[src/rtl/wb_stage_pkg.sv]
// ---------------------------------------------------------------------------
// wb_stage_pkg : shared encodings and widths for the write-back stage
// Rev 1.0
// ---------------------------------------------------------------------------
`default_nettype none

package wb_stage_pkg;

  localparam int DATA_W = 32;

  localparam logic [4:0] LINK_REG = 5'd31;

  typedef enum logic [1:0] {
    SEL_ALU   = 2'b00,
    SEL_SHIFT = 2'b01,
    SEL_HI    = 2'b10,
    SEL_LO    = 2'b11
  } super_sel_e;

endpackage

`default_nettype wire

[src/rtl/wb_stage_hilo_reg.sv]
// ---------------------------------------------------------------------------
// hilo_reg : 64-bit load-enabled HI/LO register pair, async active-low reset
// Rev 1.0
// ---------------------------------------------------------------------------
`default_nettype none

module hilo_reg
  import wb_stage_pkg::*;
(
  input  logic                clk,
  input  logic                rst_n,
  input  logic                load,
  input  logic [2*DATA_W-1:0] d,
  output logic [DATA_W-1:0]   hi_q,
  output logic [DATA_W-1:0]   lo_q
);

  logic [2*DATA_W-1:0] hilo_q;
  logic [2*DATA_W-1:0] hilo_d;

  always_comb begin
    hilo_d = hilo_q;
    if (load) begin
      hilo_d = d;
    end
  end

  always_ff @(posedge clk or negedge rst_n) begin
    if (!rst_n) begin
      hilo_q <= '0;
    end else begin
      hilo_q <= hilo_d;
    end
  end

  assign hi_q = hilo_q[2*DATA_W-1:DATA_W];
  assign lo_q = hilo_q[DATA_W-1:0];

endmodule

`default_nettype wire

[src/rtl/wb_stage.sv]
// ---------------------------------------------------------------------------
// wb_stage : pipeline write-back stage -- result mux, link write, PC
//            redirect, HI/LO register and retired-write counter
// Rev 1.0
// ---------------------------------------------------------------------------
`default_nettype none

module wb_stage
  import wb_stage_pkg::*;
#(
  parameter int CNT_W = 32
) (
  input  logic              clk,
  input  logic              rst_n,
  input  logic              multu_enW,
  input  logic              jr_selW,
  input  logic [1:0]        super_selW,
  input  logic              dm2regW,
  input  logic              jumpW,
  input  logic              jal_selW,
  input  logic              we_regW,
  input  logic [31:0]       pc_plus_4W,
  input  logic [31:0]       alu_paW,
  input  logic [63:0]       alu_outW,
  input  logic [31:0]       rd_dmW,
  input  logic [31:0]       shiftyW,
  input  logic [31:0]       jtaW,
  input  logic [4:0]        rf_waW,
  input  logic              cnt_clr,
  output logic              rf_we,
  output logic [4:0]        rf_wa,
  output logic [31:0]       rf_wd,
  output logic              pc_redir,
  output logic [31:0]       pc_target,
  output logic [31:0]       hi_q,
  output logic [31:0]       lo_q,
  output logic [CNT_W-1:0]  retire_cnt
);

  logic [DATA_W-1:0] sel_wd;
  logic [CNT_W-1:0]  cnt_q;
  logic [CNT_W-1:0]  cnt_d;

  hilo_reg u_hilo_reg (
    .clk   (clk),
    .rst_n (rst_n),
    .load  (multu_enW),
    .d     (alu_outW),
    .hi_q  (hi_q),
    .lo_q  (lo_q)
  );

  // mfhi/mflo read the registered pair; no bypass of a same-cycle multu
  always_comb begin
    sel_wd = '0;
    case (super_sel_e'(super_selW))
      SEL_ALU:   sel_wd = dm2regW ? rd_dmW : alu_outW[DATA_W-1:0];
      SEL_SHIFT: sel_wd = shiftyW;
      SEL_HI:    sel_wd = hi_q;
      SEL_LO:    sel_wd = lo_q;
      default:   sel_wd = '0;
    endcase
  end

  always_comb begin
    rf_we = we_regW;
    rf_wa = rf_waW;
    rf_wd = sel_wd;
    if (jal_selW) begin
      rf_we = 1'b1;
      rf_wa = LINK_REG;
      rf_wd = pc_plus_4W;
    end
  end

  always_comb begin
    pc_redir  = jr_selW | jumpW;
    pc_target = '0;
    if (jr_selW) begin
      pc_target = alu_paW;
    end else if (jumpW) begin
      pc_target = jtaW;
    end
  end

  always_comb begin
    cnt_d = cnt_q;
    if (cnt_clr) begin
      cnt_d = '0;
    end else if (rf_we && (rf_wa != 5'd0)) begin
      cnt_d = cnt_q + CNT_W'(1);
    end
  end

  always_ff @(posedge clk or negedge rst_n) begin
    if (!rst_n) begin
      cnt_q <= '0;
    end else begin
      cnt_q <= cnt_d;
    end
  end

  assign retire_cnt = cnt_q;

endmodule

`default_nettype wire
[config.mk]
export PLATFORM = sky130hd
export DESIGN_NAME = wb_stage
export DESIGN_NICKNAME = d
export VERILOG_FILES = /design/src/rtl/wb_stage_pkg.sv /design/src/rtl/wb_stage_hilo_reg.sv /design/src/rtl/wb_stage.sv
export SDC_FILE = /design/constraint.sdc
export NUM_CORES = 1
export LEC_CHECK = 0
export BUFFER_PORTS_ARGS = -buffer_cell sky130_fd_sc_hd__buf_4
export CAP_MARGIN = 20
export CORE_AREA = 2 2 160 162
export DETAILED_ROUTE_END_ITERATION = 12
export DIE_AREA = 0 0 162 164
export PLACE_DENSITY_LB_ADDON = 0.05
export SYNTH_ARGS = -nofsm -noshare
export SYNTH_HDL_FRONTEND = slang
export SYNTH_HIERARCHICAL = 1
export SYNTH_SLANG_ARGS = --single-unit
[constraint.sdc]
create_clock -name clk -period 4.7 [get_ports clk]
set_clock_uncertainty 0.2 [all_clocks]
set_input_delay 0.47 -clock clk [delete_from_list [all_inputs] [get_ports clk]]
set_output_delay 0.47 -clock clk [all_outputs]
set_load 0.01 [all_outputs]
* Word level (Yosys, flattened, before mapping)
Index checks and enable logic that the tools add are counted.
** Operators by class
- Magnitude comparators :: 0
- Eq/ne operators :: 3
- Muxes and demuxes :: 9
- $mul :: 0
- Shifts and indexed selects :: 0
- Reduce and logical (&&, ||, !) cells :: 4
- Add/subtract/negate cells :: 1
- Div/mod/pow operators :: 0
- Bitwise operators :: 1
** Operators by type and width (count)
- two-way mux 32 bit :: 6
- case mux 32 bit (4 select lines) :: 1
- adder 32 x 1 -> 32 bit (second input constant) :: 1
- two-way mux 5 bit :: 1
- nonzero test 5 bit :: 1
- == test 2 bit (second input constant) :: 2
- == test 2 x 1 -> 1 bit (second input constant) :: 1
- logical NOT 2 bit :: 1
- nonzero test 2 bit :: 1
- logical AND 1 bit :: 1
- two-way mux 1 bit :: 1
- OR 1 bit :: 1
** Word-level totals
- Memory bits (read-only) :: 0
- Memories :: 0
- Input bits :: 240
- Latch bits :: 0
- Logic and storage cells :: 20
- Bits in writable memories :: 0
- Output and inout port bits :: 167
- Bits in registers :: 96

* Depth between registers and ports, before layout
- Word-level depth :: 5
- Mapped depth :: 6
- Depth with buffers taken out :: 6

* By module
Netlist, hierarchy kept.
** Modules (own cells, without submodules)
- wb_stage :: area an instance 3542.1 µm², cells an instance 329, times used 1
- hilo_reg :: area an instance 2678.8 µm², cells an instance 135, times used 1

* Worst setup path after synthesis
OpenSTA, ideal clock, no wires.
- Kind :: input-to-output
- Start :: in dm2regW
- End :: out rf_wd[24]
- Slack :: 2.110 ns
- Data required time :: 4.030 ns
- Path buffers :: 2
- Cell stages on the path :: 5
- Arrival :: 1.920 ns
- Path through :: clkbuf_1 buf_2 mux2_2 mux4_2 mux2_2
** Between the ends
- Cells in the longest elaborated chain, start to end :: 3
** RTL lines
- start: declaration :: RTL line wb_stage.sv:18 : input logic dm2regW,
- two-way mux 32 bit :: RTL line wb_stage.sv:57 : SEL_ALU: sel_wd = dm2regW ? rd_dmW : alu_outW[DATA_W-1:0];
- case mux 32 bit (4 select lines) :: RTL line wb_stage.sv:56 : case (super_sel_e'(super_selW))
- two-way mux 32 bit :: RTL line wb_stage.sv:69 : if (jal_selW) begin
- end: declaration :: RTL line wb_stage.sv:32 : output logic [31:0] rf_wd,
Every way passes these cells.

* Worst setup path after layout
- Start :: in dm2regW
- End :: out rf_wd[28]
The elaborated chain is that of the path after synthesis.

==> metrics.log <==
INFO  metric result_of_the_run = finished, final reports clean
INFO  metric met3RoutedLength = 1913 um
INFO  metric vdd.ir_drop.worst = between 100 and 150 uV
INFO  metric syn_to_final_growth = 57.32%
INFO  metric design.portCount = ~410
INFO  metric final_layout_size_suffix_gt1_frac = 0.6896
INFO  metric timing_hold_violations_final = 0
INFO  metric post_cts_hold_buffer_count = 1
INFO  metric die_h = approximately 160 um
INFO  metric layout.cells.non_filler = 1189
INFO  metric async_reset_ff_frac = 1.000
INFO  metric die_w = 162 um
INFO  metric number_of_global_route_vias_before_repair = 5897
INFO  metric cts.root.buffer_cell = clkbuf_16
INFO  metric critPathCapture = rf_wd[28]
INFO  metric n_fill_cell = 2434
INFO  metric postCtsSetupRepairBufs = 0
INFO  metric timing.setup.tns = 0 ns
INFO  metric routed_wl = 24220 um
INFO  metric min_period = a little under 3 ns
INFO  metric synth.net_count = just over 700
INFO  metric m1WireLength = 8379 um
INFO  metric number_of_flops_mapped_to_enable_cells_by_yosys = 0
INFO  metric cts.clk_slew.worst_paths = roughly 0.080 ns
INFO  metric numPortBuffers = slightly above 400
INFO  metric fmax = 0.3467 GHz
INFO  metric final_min_period_over_clock_period = 0.6138
INFO  metric cellPowerDensity = 249.5 nW/um^2
INFO  metric clock_tree.buffer_depth = 2
INFO  metric critical_path.reg2reg.startpoint = retire_cnt[0]
INFO  metric postSynth.topFlopCell = dfrtp_1
INFO  metric tritoncts_clock_tree = built
INFO  metric grt_max_degree = 56
INFO  metric crit_start = dm2regW
INFO  metric final_count_of_pins_violating_max_slew = 0
INFO  metric fin_ws = roughly 1.8 ns
INFO  metric slew_at_the_pin_with_the_worst_max_slew_slack = 1.011 ns
INFO  metric reg2reg_slack = 2.36 ns
INFO  metric detailroute.via_count = 5477
INFO  metric floorplan.die_area = 26570 um^2
INFO  metric final_nets = 1093
INFO  metric drc = 0
INFO  metric most-common-layout-cells = 408 x buf_4, 96 x dfrtp_1, 60 x mux2_2, 60 x mux2_4
INFO  metric syn_avg_cell_area = about 13 um^2
INFO  metric route.antenna.remaining_nets = 0
INFO  metric initial_antenna_violation_count = 2
INFO  metric rr_endpoint = retire_cnt[28]
INFO  metric clock_sinks = 96
INFO  metric crit_required = 4.03 ns
INFO  metric top_signal_layer_used = met4
INFO  metric most_common_library_cell_in_the_layout_ignoring_fill_and_taps = buf_4
INFO  metric report.final.setup_viol = 0
INFO  metric hold_class = in2reg
INFO  metric post_synth_num_cell_types = 40
INFO  metric critPathMaxFanout = 32
INFO  metric rsz0062_at_grt = false
INFO  metric cts_repair_resize_count = 0
INFO  metric data_arrival_time_at_the_worst_slack_endpoint = 2.21 ns
INFO  metric dp.final_hpwl = 18890 um
INFO  metric placementRows = 58
INFO  metric yosys_warning_count = 6
INFO  metric total_global_route_track_usage = 0.1771
INFO  metric dpl_worst_slack = around 1.8 ns
INFO  metric finalCoreUtilization = 0.3943
INFO  metric totalPowerFinal = 2.442 mW
INFO  metric first_pass_iters = 4
INFO  metric timing.max_cap.violations = 0
INFO  metric clkLatencyLatePin = 0.35 ns
INFO  metric timing.slew.headroom = 0.3259
INFO  metric design.core.area = 24820 um^2
INFO  metric initial_utilization = 0.2507
INFO  metric setup.worst_path.start_class = input pin
INFO  metric synthesis.instances = 464
INFO  metric wl_met2 = roughly 13000 um
INFO  metric ys_seq_elements = 96
INFO  metric setup.worst_path.class = in2out
INFO  metric crit_path_end_kind = output pin
INFO  metric detail_route.vias_per_cell = 4.606
INFO  metric cts_buffers = 9
INFO  metric final_weighted_congestion_in_routability_driven_placement = 1.007
INFO  metric wl_per_cell = 20.37 um
INFO  metric place_inst = 1169
INFO  metric synthesis.area = 6221 um^2
INFO  metric yosysSeqAreaShare = 0.3862
INFO  metric grt_first_pass_wirelength = 35380 um
INFO  metric grt-ovfl-total = 0
INFO  metric power_leakage = 4.712 nW
INFO  metric clock_tree.htree_level_count = 3
INFO  metric drt-initial-drc-count = 161
INFO  metric worst_r2r_path_depth = 6
area by class of cell:
class,count,area (um^2),area share
multi-input combinational,329,3557,0.3635
timing repair buffer,410,3088,0.3155
sequential,96,2402,0.2455
tap,330,412.9,0.04219
clock buffer,11,242.7,0.02480
clock inverter,5,56.30,0.005753
inverter,6,22.52,0.002301
antenna,2,5.005,0.0005114
flip-flops by register name, summed over array words and instances, names as in the netlist:
register / cells
retire_cnt: 32
u_hilo_reg/hilo_q: 64
kinds of logic (layout without fill, tap and decap cells):
family,after synthesis,after routing,share of synthesized area
xor gates and xnor gates,28,28,0.03942
and+or+nand+nor,95,95,0.08769
AOI/OAI and AO/OA,45,45,0.05853
other,0,2,0
adders and majority gates,1,1,0.002011
DFF,96,96,0.3862
muxes,160,160,0.3837
buffers and inverters,39,432,0.04244
how the worst min path moves through the flow:
stage                          start               endpoint  slack, ns  depth (start not counted)
3_3_place_gp   u_hilo_reg/hilo_q[34]  u_hilo_reg/hilo_q[34]       0.32                          1
5_1_grt                 alu_outW[51]  u_hilo_reg/hilo_q[51]       0.14                          2
3_5_place_dp   u_hilo_reg/hilo_q[24]  u_hilo_reg/hilo_q[24]       0.33                          1
4_1_cts                 alu_outW[38]  u_hilo_reg/hilo_q[38]       0.13                          2
2_1_floorplan                  rst_n          retire_cnt[0]      -0.03                          0
6_report                alu_outW[38]  u_hilo_reg/hilo_q[38]       0.15                          2
per-layer routing:
layer  up-vias  track usage
li1       2512            -
met1      2674       0.1820
met2       264       0.3433
met3        27      0.04470
met4         0      0.06758
met5         -            0
metrics by stage:
stage	hold WS [ns]	cell area [um^2]
floorplan	-0.02559	6221
global placement	0.3201	9458
detailed placement	0.3256	9458
CTS	0.1280	9767
global route	0.1372	9787
finish	0.1460	9787
cells in the mapped netlist (2+ instances only):
cell type	instances	area [um^2]
dfrtp_1	96	2402
mux2_2	60	675.7
mux2_4	60	900.9
mux4_2	32	720.7
nor2_1	32	120.1
a22o_1	31	271.5
xor2_1	19	166.4
clkbuf_1	17	63.81
nand2_1	12	45.04
nand4_1	12	75.07
nand3_1	10	50.05
xnor2_1	9	78.83
mux2_1	8	90.09
buf_2	7	35.03
a21oi_1	6	30.03
buf_12	6	120.1
inv_1	6	22.52
or2_2	6	37.54
o21ai_0	4	20.02
and2_1	3	18.77
or3_1	3	18.77
and3_1	2	12.51
and4_1	2	17.52
nand4_2	2	25.02
nor3_1	2	10.01
nor4_1	2	12.51
nor4_4	2	42.54
report_power, final:
group	internal (mW)	switching [mW]	total, mW	leakage, nW
Clock	0.427	0.333	0.761	0.146
Sequential	0.884	0.0586	0.942	1.19
Combinational	0.464	0.275	0.739	3.37
worst max-delay path: stages:
cell	delay, ns
buf_4	0.43
mux2_2	0.40
mux4_2	0.45
mux2_2	0.28
buf_4	0.16
Note: power is estimated with default switching activity, not from simulation.
